===== config.mk =====
export PLATFORM = sky130hd
export DESIGN_NAME = param_sys_array_flat
export DESIGN_NICKNAME = d
export VERILOG_FILES = /design/src/rtl/sa_pkg.sv /design/src/rtl/param_sys_array_if.sv /design/src/rtl/sa_pe.sv /design/src/rtl/param_sys_array.sv /design/src/flat_wrapper.sv
export SDC_FILE = /design/constraint.sdc
export NUM_CORES = 1
export LEC_CHECK = 0
export ABC_AREA = 1
export BUFFER_PORTS_ARGS = -buffer_cell sky130_fd_sc_hd__buf_2
export CAP_MARGIN = 10
export CORE_ASPECT_RATIO = 1.75
export CORE_MARGIN = 1
export CORE_UTILIZATION = 45
export DETAILED_ROUTE_END_ITERATION = 8
export HOLD_SLACK_MARGIN = 0.02
export PLACE_DENSITY = 0.66
export SYNTH_ARGS = -nofsm -noshare
export SYNTH_HDL_FRONTEND = slang
export SYNTH_HIERARCHICAL = 1
export SYNTH_SLANG_ARGS = --single-unit

===== constraint.sdc =====
create_clock -name clk -period 9.35 [get_ports clk]
set_input_delay 2.3375 -clock clk [delete_from_list [all_inputs] [get_ports clk]]
set_output_delay 2.3375 -clock clk [all_outputs]
set_load 0.005 [all_outputs]

===== src/rtl/sa_pkg.sv =====
// Shared types and index helpers for the param_sys_array output-stationary systolic array.
package sa_pkg;

  typedef enum logic [1:0] {IDLE, RUN, DONE} sa_state_e;

  // Cycles spent in RUN: the last PE sees its last operand pair at cnt = T-1.
  function automatic int sa_latency(input int rows, input int cols, input int depth);
    return depth + rows + cols - 2;
  endfunction

  function automatic int a_off(input int i, input int k, input int depth, input int width);
    return (i * depth + k) * width;
  endfunction

  function automatic int b_off(input int k, input int j, input int cols, input int width);
    return (k * cols + j) * width;
  endfunction

  function automatic int c_off(input int i, input int j, input int cols, input int width);
    return (i * cols + j) * 2 * width;
  endfunction

endpackage


===== src/rtl/param_sys_array_if.sv =====
// Start/operand/result bundle of param_sys_array; slave is the array side, master the requester.
interface param_sys_array_if #(
  parameter int WIDTH = 8,
  parameter int ROWS  = 2,
  parameter int COLS  = 2,
  parameter int DEPTH = 4
);
  logic                          enable;
  logic                          intMul;
  logic [ROWS*DEPTH*WIDTH-1:0]   a_flat;
  logic [DEPTH*COLS*WIDTH-1:0]   b_flat;
  logic                          ready;
  logic [ROWS*COLS*2*WIDTH-1:0]  result_flat;
  logic [2*WIDTH-1:0]            importance;
  logic                          done;

  modport slave  (input  enable, intMul, a_flat, b_flat,
                  output ready, result_flat, importance, done);
  modport master (output enable, intMul, a_flat, b_flat,
                  input  ready, result_flat, importance, done);
endinterface


===== src/rtl/sa_pe.sv =====
// One MAC cell: wrapping accumulator plus A (rightward) and B (downward) pass-through registers.
module sa_pe #(
  parameter int WIDTH = 8,
  parameter int FRAC  = 4
) (
  input  logic                      clk,
  input  logic                      rst_ni,
  input  logic                      mac_en,
  input  logic                      clr,
  input  logic                      intMul,
  input  logic signed [WIDTH-1:0]   a_i,
  input  logic signed [WIDTH-1:0]   b_i,
  output logic signed [WIDTH-1:0]   a_o,
  output logic signed [WIDTH-1:0]   b_o,
  output logic signed [2*WIDTH-1:0] acc_nxt_o
);
  localparam int AW = 2 * WIDTH;

  function automatic logic signed [AW-1:0] scale_prod(input logic signed [AW-1:0] p,
                                                      input logic int_mode);
    return int_mode ? p : (p >>> FRAC);
  endfunction

  logic signed [AW-1:0]    acc_q, acc_d, prod;
  logic signed [WIDTH-1:0] a_q, b_q;

  always_comb begin
    prod  = AW'(a_i) * AW'(b_i);
    acc_d = acc_q;
    if (clr)
      acc_d = '0;
    else if (mac_en)
      acc_d = acc_q + scale_prod(prod, intMul);
  end

  always_ff @(posedge clk) begin
    if (!rst_ni) begin
      acc_q <= '0;
      a_q   <= '0;
      b_q   <= '0;
    end else begin
      acc_q <= acc_d;
      if (clr) begin
        a_q <= '0;
        b_q <= '0;
      end else if (mac_en) begin
        a_q <= a_i;
        b_q <= b_i;
      end
    end
  end

  assign a_o       = a_q;
  assign b_o       = b_q;
  assign acc_nxt_o = acc_d;
endmodule


===== src/rtl/param_sys_array.sv =====
// ROWSxCOLS output-stationary systolic array computing C = A*B with importance sum and done pulse.
// Build with IMPORTANCE_EN defined to include the importance adder tree; otherwise importance is 0.
module param_sys_array
  import sa_pkg::*;
#(
  parameter int WIDTH = 8,
  parameter int ROWS  = 2,
  parameter int COLS  = 2,
  parameter int DEPTH = 4,
  parameter int FRAC  = 4
) (
  input logic              clk,
  input logic              _reset,
  param_sys_array_if.slave bus
);
  localparam int T  = sa_latency(ROWS, COLS, DEPTH);
  localparam int CW = $clog2(T + 1);
  localparam int AW = 2 * WIDTH;

  sa_state_e                    state_q;
  logic [CW-1:0]                cnt_q;
  logic                         int_q, done_q, ready_q;
  logic [ROWS*COLS*AW-1:0]      res_q;
  logic signed [WIDTH-1:0]      a_q [ROWS][DEPTH];
  logic signed [WIDTH-1:0]      b_q [DEPTH][COLS];
  logic signed [WIDTH-1:0]      a_edge [ROWS];
  logic signed [WIDTH-1:0]      b_edge [COLS];
  logic signed [WIDTH-1:0]      a_h [ROWS][COLS+1];
  logic signed [WIDTH-1:0]      b_v [ROWS+1][COLS];
  logic signed [AW-1:0]         acc_nxt [ROWS][COLS];
  logic                         start, mac_en, last;

  assign start  = (state_q == IDLE) && bus.enable;
  assign mac_en = (state_q == RUN);
  assign last   = mac_en && (cnt_q == CW'(T - 1));

  always_ff @(posedge clk) begin
    if (start) begin
      for (int i = 0; i < ROWS; i++)
        for (int k = 0; k < DEPTH; k++)
          a_q[i][k] <= bus.a_flat[a_off(i, k, DEPTH, WIDTH) +: WIDTH];
      for (int k = 0; k < DEPTH; k++)
        for (int j = 0; j < COLS; j++)
          b_q[k][j] <= bus.b_flat[b_off(k, j, COLS, WIDTH) +: WIDTH];
    end
  end

  // Edge skew: row i sees a(i,k) at cnt=i+k, column j sees b(k,j) at cnt=k+j, zero otherwise.
  always_comb begin
    for (int i = 0; i < ROWS; i++) begin
      a_edge[i] = '0;
      for (int k = 0; k < DEPTH; k++)
        if (int'(cnt_q) == i + k) a_edge[i] = a_q[i][k];
    end
    for (int j = 0; j < COLS; j++) begin
      b_edge[j] = '0;
      for (int k = 0; k < DEPTH; k++)
        if (int'(cnt_q) == k + j) b_edge[j] = b_q[k][j];
    end
  end

  for (genvar gi = 0; gi < ROWS; gi++) begin : g_aedge
    assign a_h[gi][0] = a_edge[gi];
  end
  for (genvar gj = 0; gj < COLS; gj++) begin : g_bedge
    assign b_v[0][gj] = b_edge[gj];
  end

  for (genvar gi = 0; gi < ROWS; gi++) begin : g_row
    for (genvar gj = 0; gj < COLS; gj++) begin : g_col
      sa_pe #(.WIDTH(WIDTH), .FRAC(FRAC)) u_pe (
        .clk       (clk),
        .rst_ni    (_reset),
        .mac_en    (mac_en),
        .clr       (start),
        .intMul    (int_q),
        .a_i       (a_h[gi][gj]),
        .b_i       (b_v[gi][gj]),
        .a_o       (a_h[gi][gj+1]),
        .b_o       (b_v[gi+1][gj]),
        .acc_nxt_o (acc_nxt[gi][gj])
      );
    end
  end

  // Results latch from the accumulators' next value so they are valid during the DONE cycle.
  always_ff @(posedge clk) begin
    if (!_reset) begin
      state_q <= IDLE;
      cnt_q   <= '0;
      int_q   <= 1'b1;
      done_q  <= 1'b0;
      ready_q <= 1'b1;
      res_q   <= '0;
    end else begin
      done_q <= 1'b0;
      case (state_q)
        IDLE: if (bus.enable) begin
          state_q <= RUN;
          cnt_q   <= '0;
          int_q   <= bus.intMul;
          ready_q <= 1'b0;
        end
        RUN: begin
          cnt_q <= cnt_q + 1'b1;
          if (last) begin
            state_q <= DONE;
            done_q  <= 1'b1;
            for (int i = 0; i < ROWS; i++)
              for (int j = 0; j < COLS; j++)
                res_q[c_off(i, j, COLS, WIDTH) +: AW] <= acc_nxt[i][j];
          end
        end
        DONE: begin
          state_q <= IDLE;
          ready_q <= 1'b1;
        end
        default: state_q <= IDLE;
      endcase
    end
  end

`ifdef IMPORTANCE_EN
  logic signed [AW-1:0] imp_sum, imp_q;

  always_comb begin
    imp_sum = '0;
    for (int i = 0; i < ROWS; i++)
      for (int j = 0; j < COLS; j++)
        imp_sum = imp_sum + acc_nxt[i][j];
  end

  always_ff @(posedge clk) begin
    if (!_reset)
      imp_q <= '0;
    else if (last)
      imp_q <= imp_sum;
  end

  assign bus.importance = imp_q;
`else
  assign bus.importance = '0;
`endif

  assign bus.ready       = ready_q;
  assign bus.done        = done_q;
  assign bus.result_flat = res_q;
endmodule


===== src/flat_wrapper.sv =====
// flat-port wrapper written by rule: the top's interface ports become plain ports
module param_sys_array_flat import sa_pkg::*;
#(
  parameter int WIDTH = 8,
  parameter int ROWS  = 2,
  parameter int COLS  = 2,
  parameter int DEPTH = 4,
  parameter int FRAC  = 4
)
  (clk, _reset, bus_enable, bus_intMul, bus_a_flat, bus_b_flat, bus_ready, bus_result_flat, bus_importance, bus_done);
  param_sys_array_if #(.WIDTH(WIDTH), .ROWS(ROWS), .COLS(COLS), .DEPTH(DEPTH)) bus_i ();
  input logic clk;
  input logic _reset;
  input wire logic [$bits(bus_i.enable)-1:0] bus_enable;
  input wire logic [$bits(bus_i.intMul)-1:0] bus_intMul;
  input wire logic [$bits(bus_i.a_flat)-1:0] bus_a_flat;
  input wire logic [$bits(bus_i.b_flat)-1:0] bus_b_flat;
  output wire logic [$bits(bus_i.ready)-1:0] bus_ready;
  output wire logic [$bits(bus_i.result_flat)-1:0] bus_result_flat;
  output wire logic [$bits(bus_i.importance)-1:0] bus_importance;
  output wire logic [$bits(bus_i.done)-1:0] bus_done;
  assign bus_i.enable = bus_enable;
  assign bus_i.intMul = bus_intMul;
  assign bus_i.a_flat = bus_a_flat;
  assign bus_i.b_flat = bus_b_flat;
  assign bus_ready = bus_i.ready;
  assign bus_result_flat = bus_i.result_flat;
  assign bus_importance = bus_i.importance;
  assign bus_done = bus_i.done;
  param_sys_array #(.WIDTH(WIDTH), .ROWS(ROWS), .COLS(COLS), .DEPTH(DEPTH), .FRAC(FRAC)) u_core (.clk(clk), ._reset(_reset), .bus(bus_i));
endmodule

---- Word level (Yosys, flattened, before mapping) ----
Memory sizes are Yosys's and may differ from the RTL's.
Cells that the tools add are included.
word-level totals
  bits in registers ....................... 168
  RAM bits ................................ 128
  input bits .............................. 132
  output and inout port bits .............. 82
  logic and storage cells ................. 86
  memories ................................ 2
memory list
  memory      words  width  rd ports  clocked after memory_dff  write ports  line                   source
  u_core.a_q  2      32     2         0                         2            param_sys_array.sv:24  logic signed [WIDTH-1:0] a_q [ROWS][DEPTH];
  u_core.b_q  4      16     4         0                         4            param_sys_array.sv:25  logic signed [WIDTH-1:0] b_q [DEPTH][COLS];
operators by class
  add/sub/neg operators ................... 5
  multipliers ............................. 4
  equality and inequality tests ........... 9
  muxes and demuxes ....................... 38
  bitwise logic cells ..................... 1
  reductions and logical operators ........ 13
operator list
  operator             number
  $mux 16              8
  $mux 8               16
  $add 16x16->16       4
  $mul 8x8->16         4
  $mux 15              4
  $eq 3x3->1 const B   4
  $reduce_and 2->1     6
  $pmux 3 s2           1
  $mux 1               4
  $mux 2               2
  $ne 2x2->1 const B   2
  $pmux 2 s2           1
  $reduce_bool 2->1    2
  $add 3x1->3 const B  1
  $eq 3x2->1 const B   1
  $logic_not 3->1      1
  $mux 3               1
  $eq 2x1->1 const B   1
  $eq 2x2->1 const B   1
  $logic_and 1x1->1    2
  $logic_not 2->1      1
  $pmux 1 s2           1
  $reduce_or 2->1      1
  $not 1->1            1

---- Logic depth before layout (Yosys ltp) ----
Gate-level depths: netlist of the first run.
  depth after elaboration ................. 10
  mapped depth ............................ 51
  gate-level depth less buffers ........... 47

---- Cells and area by module ----
Netlist of the first run, hierarchy kept.
modules (own cells, without submodules)
  module                                  times used  cells an instance  area each (sq um)  sequential area each (sq um)
  param_sys_array                         1           854                8164.1             5285.1
  sa_pe at u_core.g_row[0].g_col[0].u_pe  1           750                5071.1             640.6
  sa_pe at u_core.g_row[1].g_col[0].u_pe  1           754                5044.8             640.6
  sa_pe at u_core.g_row[1].g_col[1].u_pe  1           731                5026.1             640.6
  sa_pe at u_core.g_row[0].g_col[1].u_pe  1           728                5018.6             640.6

---- Worst setup path before layout of the first run ----
OpenSTA, ideal clock, no wires.
  kind .................................... input to register
  start ................................... input port bus_enable
  end ..................................... register u_core.g_row[1].g_col[0].u_pe.a_q[0]
  library setup time ...................... 132 ps
  arrival time ............................ 7094 ps
  data required time ...................... 9218 ps
  slack ................................... 2123 ps
  stages on the path ...................... 6
  buffers on the path ..................... 1
  path through ............................ nand3_1 -> inv_1 -> clkinv_1 -> nand2_1 -> clkbuf_1 -> a21oi_1
between the ends
  longest elaborated chain between the ends .. 2
ends and longest elaborated chain
  element                           line                   source
  start, declared                   flat_wrapper.sv:14     input wire logic [$bits(bus_i.enable)-1:0] bus_enable;
  $logic_and 1x1->1                 param_sys_array.sv:33  assign start = (state_q == IDLE) && bus.enable;
  via u_core.start                  param_sys_array.sv:31  logic start, mac_en, last;
  $reduce_or 2->1 (no source line)  --
  end signal, assigned              sa_pe.sv:47            a_q <= a_i;
  end, declared                     sa_pe.sv:25            logic signed [WIDTH-1:0] a_q, b_q;
The timed path passes the listed nets, and every way through them passes these cells.
A chain may end at the register's enable or synchronous reset.

==> flow_summary.json, run 1 <==
{
  "status": "completed",
  "cts.sinks": 296,
  "ios": 214,
  "final_util_pct": 49.3,
  "syn_inst": 3687,
  "cpMostUsedCell": "nand2_1",
  "crit_type": "register to register",
  "grt_max_degree": 147,
  "antenna_found_initial": 1,
  "syn-cell-area_um2": 27300,
  "dp.cells": 4530,
  "area_growth_pct": 8.57,
  "p_leak_nw": 16.4,
  "cts.repair.resized": 0,
  "row_count": 119,
  "drc_errors": 0,
  "start_util_pct": 45.4,
  "gp_congestion": 0.926,
  "drive_gt1_share_pct": 11.2,
  "rsz0062_at_grt": "no",
  "ys_warn_count": 6,
  "layout_min_cycle_time_ps": 8250,
  "drt_iter0_markers": 1063,
  "clkTransAtPathRegs_ps": 70,
  "worst_ep_required_time_ps": 9870,
  "cts_root_buffer": "clkbuf_16",
  "crit_fanout": 23,
  "die_w_um": 188,
  "grt_pass1_wl_mm": 113,
  "clockBufferDepth": 3,
  "r2r_start": "u_core/cnt_q[2]",
  "cts_tree": "yes",
  "slew_headroom_pct": 31.1,
  "vias": 22500,
  "reg2reg_slack_ps": 1100,
  "worstRegToRegCells": 40,
  "fin_skew_ps": 16.1,
  "num-nets-final": 4317,
  "r2r-end": "u_core/bus.result_flat[47]",
  "grt_usage_pct": 22.8,
  "max_stage_delay_ps": 630,
  "core_um2": 60000,
  "period_share_pct": 88.3,
  "holdPathEnd": "u_core/bus.result_flat[4]",
  "first_pass_iters": 6,
  "drt_wl_total_mm": 68.5,
  "numPortBuffers": 197,
  "grt-ovfl-total": 0,
  "drv_slew": 0,
  "critPathTopFamily": "adder cells",
  "place_area_um2": 28600,
  "cp_num_buf_inv": 10,
  "grt_pass1_vias": 22900,
  "drtAntennaViolNets": 0,
  "drv_cap": 0,
  "die_area_um2": 61600,
  "insertion_delay_ps": 630,
  "place_ws_ps": 1090,
  "power-per-cell-area_nw_per_um2": 204,
  "min_path_cells": 2,
  "layout_setup_ws_ps": 1100,
  "hold_path_class": "register to register",
  "power_mw": 6.03,
  "arrival_ps": 8770,
  "fmax_mhz": 121,
  "finalHoldViolCount": 0,
  "setup_viol": 0,
  "die_height_um": 328,
  "wl_per_cell_um": 14.9,
  "holdBufCountCts": 0,
  "post_cts.repair.setup_buffers": 0,
  "hpwl_mm": 54.3,
  "avgSynthCellArea_um2": 7.40,
  "setup_tns_ps": 0,
  "cts_max_level": 1,
  "irDropWorstVdd_mv": 0.242,
  "cts_buffers": 30,
  "holdWs_ps": 475,
  "worstMarginPinSlew_ps": 1030,
  "slowest_stage": "inv_1",
  "final_cells": 4585,
  "start_kind": "register",
  "avgViaCountPerCell": 4.90,
  "hold_start": "u_core/bus.result_flat[4]",
  "design_area_um2": 29600,
  "end_kind": "register"
}
## worst max path at each step
stage	startpoint	slack, ps	end	cells past startpoint
6_report	u_core/cnt_q[2]	1100	u_core/bus.result_flat[47]	40
5_1_grt	u_core/cnt_q[2]	420	u_core/bus.result_flat[47]	41
2_1_floorplan	u_core/cnt_q[2]	2280	u_core/bus.result_flat[15]	42
3_3_place_gp	u_core/cnt_q[2]	1200	u_core/bus.result_flat[47]	40
3_5_place_dp	u_core/cnt_q[2]	1090	u_core/bus.result_flat[47]	40
4_1_cts	u_core/cnt_q[2]	1080	u_core/bus.result_flat[47]	40
## state kept, by name, summed over array words and instances (netlist names)
register and cells:
u_core/g_row.g_col.u_pe/b_o 16, u_core/g_row.g_col.u_pe/a_o 16, u_core/b_q 64, u_core/bus.result_flat 64, u_core/state_q 2, u_core/a_q 64
u_core/int_q 1, u_core/bus.done 1, u_core/g_row.g_col.u_pe/acc_q 64, u_core/bus.ready 1, u_core/cnt_q 3
## cells in the final DEF, fill, tap and decap left out, types with 13 or more instances in the layout
cell         n
nand2_1    848
inv_1      794
nor2_1     368
fa_1       224
buf_2      197
ha_1       185
dfxtp_1    167
nand3_1    163
edfxtp_1   128
a21oi_1    127
o21ai_0     98
o21ai_1     56
xor2_1      31
clkbuf_16   30
nor3_1      29
or2_2       28
nand3_2     24
a21oi_2     24
inv_2       23
nand4_1     22
nand2_2     21
nor4_1      20
conb_1      16
xnor2_1     15
nor2_2      13
## area by class of cell
type                       count  area [um^2]
fill                        6014        30400
multi-input combinational   2411        16200
sequential                   296         7210
inverter                     830         3120
timing repair buffer         207         1090
tap                          786          983
clock buffer                  34          776
clock inverter                20          259
antenna                        1         2.50
## layer usage
layer	vias up	part of all wire [%]	GRT usage (%)
met5	-	0	0
met4	0	4.4	10.6
met3	168	3.4	1.88
met2	544	55	45.4
met1	10400	37	23.7
li1	11300	-	-
## power breakdown
part	switching (mW)	leakage [nW]	internal (mW)	total, mW
Sequential	0.0455	2.59	1.42	1.47
Combinational	2.13	13.3	1.13	3.26
Clock	0.575	0.499	0.717	1.29
Total	2.76	16.4	3.27	6.03
## worst min-delay path: cells and delay by family (launching register included)
family	cells	cell delay (ps)
flip-flops	1	320
AND/OR/NAND/NOR	2	120
No activity file was read; power rests on OpenSTA's default activity.
==> inputs of run 2 (changes only) <==
CORE_ASPECT_RATIO = unset   (was 1.75)
CORE_MARGIN = 2   (was 1)
==> run 2 against run 1 <==
Compared with the run above: first-iteration DRC count is 33% higher; critical endpoint is now u_core/bus.result_flat[31]; clock power is 6% higher; core utilization is 0.059 points higher; clock skew is 14 ps higher; worst setup slack better by 260 ps; maximum frequency is 3.2% higher; non-clock buffer count is 2 higher; worst hold slack better by 2.3 ps; combinational power hardly changed; largest power group unchanged.
==> flow_summary.json, run 2 (synthesized netlist as in run 1, its figures left out) <==
{
  "hold_path_class": "register to register",
  "hpwl_mm": 54.0,
  "max_stage_delay_ps": 560,
  "cts.sinks": 296,
  "cp_num_buf_inv": 10,
  "drive_gt1_share_pct": 11.3,
  "critPathTopFamily": "adder cells",
  "cts_root_buffer": "clkbuf_16",
  "die_height_um": 250,
  "power-per-cell-area_nw_per_um2": 206,
  "wl_per_cell_um": 15.3,
  "cts_tree": "yes",
  "met1_usage_pct": 29.8,
  "busiest_layer": "met2",
  "start_util_pct": 45.3,
  "grt-ovfl-total": 0,
  "crit_fanout": 48,
  "start_kind": "register",
  "cts.repair.resized": 0,
  "first_pass_iters": 5,
  "post_cts.repair.setup_buffers": 0,
  "insertion_delay_ps": 570,
  "core_um2": 60100,
  "drc_errors": 0,
  "vias": 22700,
  "setup_tns_ps": 0,
  "setup_viol": 0,
  "grt_max_degree": 68,
  "num-nets-final": 4325,
  "cts_buffers": 36,
  "fin_skew_ps": 30.0,
  "status": "completed",
  "slowest_stage": "dfxtp_1",
  "rsz0062_at_grt": "no",
  "layout_commonest_cell": "nand2_1",
  "avgViaCountPerCell": 4.93,
  "fmax_mhz": 125,
  "gr-usage-met2_pct": 39.2,
  "arrival_ps": 8430,
  "p_leak_nw": 16.4,
  "drtAntennaViolNets": 0,
  "numPortBuffers": 197,
  "drt_wl_total_mm": 70.2,
  "grt_usage_pct": 22.8,
  "grt_pass1_vias": 22400,
  "cpMostUsedCell": "inv_1",
  "cts_max_level": 2,
  "end_kind": "register",
  "worst_ep_required_time_ps": 9790,
  "holdBufCountCts": 0,
  "area_growth_pct": 8.93,
  "die_w_um": 250,
  "period_share_pct": 85.5,
  "antenna_found_initial": 8,
  "die_area_um2": 62600,
  "drv_cap": 0,
  "slew_headroom_pct": 38.0,
  "crit_type": "register to register",
  "layout_min_cycle_time_ps": 8000,
  "final_util_pct": 49.4,
  "row_count": 90,
  "grt_pass1_wl_mm": 115,
  "worstMarginPinSlew_ps": 929,
  "ios": 214,
  "clockBufferDepth": 3,
  "finalHoldViolCount": 0,
  "drv_slew": 0,
  "clkTransAtPathRegs_ps": 60,
  "layout_common_cells": "848 x nand2_1, 794 x inv_1, 368 x nor2_1",
  "gp_congestion": 0.913,
  "drt_iter0_markers": 1413,
  "use_met3_pct": 2.61,
  "irDropWorstVdd_mv": 0.258
}
## run 2: changes by cell type in the layout (fill, tap and decap cells not counted)
cell,before,now
buf_12,2,0
buf_4,8,12
bufinv_16,4,1
clkbuf_1,3,12
clkbuf_16,30,36
clkbuf_8,1,3
clkinv_16,1,0
clkinv_8,0,1
diode_2,1,8
inv_16,0,1
inv_6,3,2
inv_8,2,0
## run 2: path summary, 6_finish.rpt
kind / startpoint / to / slack, ps / cells past startpoint
worst max-delay path: u_core/cnt_q[2] / u_core/bus.result_flat[31] / 1350 / 40
worst min-delay path: u_core/bus.result_flat[12] / u_core/bus.result_flat[12] / 480 / 2
worst max register to register: u_core/cnt_q[2] / u_core/bus.result_flat[31] / 1350 / 40
worst min register to register: u_core/bus.result_flat[12] / u_core/bus.result_flat[12] / 480 / 2
## run 2: per-layer routing
metal | share of wire, % | wire length [um] | vias to the layer above
li1 | - | - | 11400
met1 | 44 | 31100 | 10700
met2 | 48 | 33900 | 509
met3 | 4.5 | 3140 | 123
met4 | 3.1 | 2160 | 0
met5 | 0 | 0 | -
## run 2: power breakdown
| part | internal, mW | switching (mW) | total (mW) |
|---|---|---|---|
| Combinational | 1.13 | 2.14 | 3.27 |
| Clock | 0.775 | 0.599 | 1.37 |
| Sequential | 1.43 | 0.0463 | 1.47 |
## run 2: through the flow
| step | worst slack, ps | hold slack [ps] | instance area, um^2 | instances | total power [mW] |
|---|---|---|---|---|---|
| after floorplan | 2280 | 437 | 27300 | 3702 | 4.05 |
| after global placement | 1430 | 457 | 28600 | 4528 | 4.72 |
| after detailed placement | 1420 | 468 | 28600 | 4528 | 4.74 |
| after CTS | 1360 | 482 | 29700 | 4594 | 6.14 |
| after global routing | 695 | 501 | 29700 | 4602 | 6.69 |
| final | 1350 | 477 | 29700 | 4602 | 6.11 |
## run 2: worst reg2reg max path: cells and delay by family, from the launching register on
kind,cells,cell delay (ps)
xor+xnor,1,240
flops,1,560
buf+inv,10,1270
simple gates,16,1730
compound gates,6,1110
fa+ha+maj,7,2930
## run 2: cell type report
type                       instances  area, um^2
antenna                            8        20.0
clock buffer                      51         987
clock inverter                    15         144
fill                            5957       30400
inverter                         830        3120
multi-input combinational       2411       16200
sequential                       296        7210
tap                              782         978
timing repair buffer             209        1080
==> inputs of run 3 (changes only) <==
==> constraint.sdc (replaced) <==
create_clock -name clk -period 9.35 [get_ports clk]
set_input_delay 0.935 -clock clk [delete_from_list [all_inputs] [get_ports clk]]
set_output_delay 0.935 -clock clk [all_outputs]
set_load 0.005 [all_outputs]
==> run 3 against run 2 <==
Compared with the run above: clock power barely moved; first-iteration DRC count up 11%; sequential share of layout area hardly changed; maximum frequency down 0.48%; sequential power about the same; via count decreased by 0.86%; global-route usage down 0.14 points; critical path depth shrank 1; combinational power barely moved; core utilization about the same; critical path type unchanged; largest power group unchanged.
==> flow_summary.json, run 3 (synthesized netlist as in run 1, its figures left out) <==
{
  "r2r_start": "u_core/cnt_q[1]",
  "area_growth_pct": 9.02,
  "slowest_stage": "fa_1",
  "cts_root_buffer": "clkbuf_16",
  "clkTransAtPathRegs_ps": 60,
  "cts_tree": "yes",
  "hold_path_class": "register to register",
  "place_area_um2": 28600,
  "drv_cap": 0,
  "setup_viol": 0,
  "die_height_um": 250,
  "layout_common_cells": "848 x nand2_1, 794 x inv_1, 368 x nor2_1",
  "die_area_um2": 62600,
  "post_cts.repair.setup_buffers": 0,
  "grt-ovfl-total": 0,
  "reg2reg_slack_ps": 1310,
  "use_met3_pct": 2.99,
  "grt_pass1_wl_mm": 114,
  "worstMarginPinSlew_ps": 975,
  "power-per-cell-area_nw_per_um2": 205,
  "antenna_found_initial": 12,
  "worst_ep_required_time_ps": 9810,
  "design_area_um2": 29700,
  "arrival_ps": 8500,
  "vias": 22500,
  "drive_gt1_share_pct": 11.3,
  "wl_per_cell_um": 15.0,
  "drt_iter0_markers": 1572,
  "max_stage_delay_ps": 590,
  "irDropWorstVdd_mv": 0.253,
  "ios": 214,
  "insertion_delay_ps": 570,
  "fill_cells": 5935,
  "die_w_um": 250,
  "layout_setup_ws_ps": 1310,
  "crit_type": "register to register",
  "rsz0062_at_grt": "no",
  "busiest_layer": "met2",
  "cts.sinks": 296,
  "period_share_pct": 85.9,
  "slew_headroom_pct": 35.0,
  "holdWs_ps": 472,
  "startpoint": "u_core/cnt_q[1]",
  "grt_usage_pct": 22.6,
  "core_um2": 60100,
  "status": "completed",
  "layout_commonest_cell": "nand2_1",
  "r2r-end": "u_core/bus.result_flat[13]",
  "cts_buffers": 36,
  "start_util_pct": 45.3,
  "drt_wl_total_mm": 69.3,
  "multiInputGateArea_um2": 16200,
  "crit_fanout": 17,
  "gr-usage-met2_pct": 38.4,
  "row_count": 90,
  "clockBufferDepth": 3,
  "drc_errors": 0,
  "fin_skew_ps": 30.8,
  "layout_min_cycle_time_ps": 8040,
  "met1_usage_pct": 29.8,
  "hpwl_mm": 53.1,
  "drv_slew": 0,
  "avgViaCountPerCell": 4.88,
  "gp_congestion": 0.900,
  "worstRegToRegCells": 39,
  "cts.repair.resized": 0,
  "crit_end": "u_core/bus.result_flat[13]",
  "holdBufCountCts": 0,
  "seqCellArea_um2": 7210,
  "finalHoldViolCount": 0,
  "numPortBuffers": 197,
  "num-nets-final": 4325,
  "cts_max_level": 2,
  "start_kind": "register",
  "fmax_mhz": 124,
  "setup_tns_ps": 0,
  "drtAntennaViolNets": 0,
  "first_pass_iters": 6,
  "place_ws_ps": 1340,
  "end_kind": "register",
  "grt_max_degree": 76,
  "p_leak_nw": 16.4,
  "grt_pass1_vias": 22500
}
==> run 3: cell count changes in the layout (fill, tap and decap cells not counted), sizes merged <==
cell      delta
clkinvlp     -1
clkbuf       -2
diode        +3
inv          +2
bufinv       +1
clkinv       -2
==> run 3: worst min-delay path by stage <==
stage | start | end | cells after the start
after detailed placement | u_core/bus.result_flat[22] | u_core/bus.result_flat[22] | 2
after CTS | u_core/bus.result_flat[22] | u_core/bus.result_flat[22] | 2
final | u_core/bus.result_flat[22] | u_core/bus.result_flat[22] | 2
after floorplan | u_core/g_row[1].g_col[0].u_pe/a_o[7] | u_core/g_row[1].g_col[0].u_pe/a_o[7] | 2
after global routing | u_core/bus.result_flat[37] | u_core/bus.result_flat[37] | 2
after global placement | u_core/bus.result_flat[8] | u_core/bus.result_flat[8] | 2
==> run 3: critical path, delay by kind of cell (launching register included) <==
family,cells,cell delay (ps)
buffers and inverters,10,1390
and+or+nand+nor,20,2400
adders and majority gates,8,3590
AOI/OAI and AO/OA,1,160
DFF,1,380
==> run 3: layer usage <==
layer  routed length [um]  up-vias
met5                   13        -
met4                 2000        2
met3                 3460      106
met2                32700      478
met1                31100    10500
li1                     -    11400
==> run 3: power by group <==
| group | internal (mW) | switching [mW] | total [mW] |
|---|---|---|---|
| Combinational | 1.13 | 2.12 | 3.25 |
| Clock | 0.799 | 0.586 | 1.39 |
| Sequential | 1.43 | 0.0455 | 1.47 |
| Total | 3.35 | 2.75 | 6.11 |
==> run 3: stage by stage <==
step | power, mW | util (%) | instances
2_1_floorplan | 4.05 | - | 3702
3_3_place_gp | 4.70 | 47.5 | 4528
4_1_cts | 6.15 | 49.4 | 4592
3_5_place_dp | 4.74 | 47.5 | 4528
5_1_grt | 6.67 | 49.4 | 4603
6_report | 6.11 | 49.4 | 4603
==> run 3: cell type report <==
type,instances,share of cell area [%]
Multi-Input combinational cell,2411,54.4
Tap cell,782,3.29
Antenna cell,11,0.0926
Timing Repair Buffer,209,3.62
Clock inverter,15,0.560
Inverter,830,10.5
Sequential cell,296,24.2
Clock buffer,49,3.30
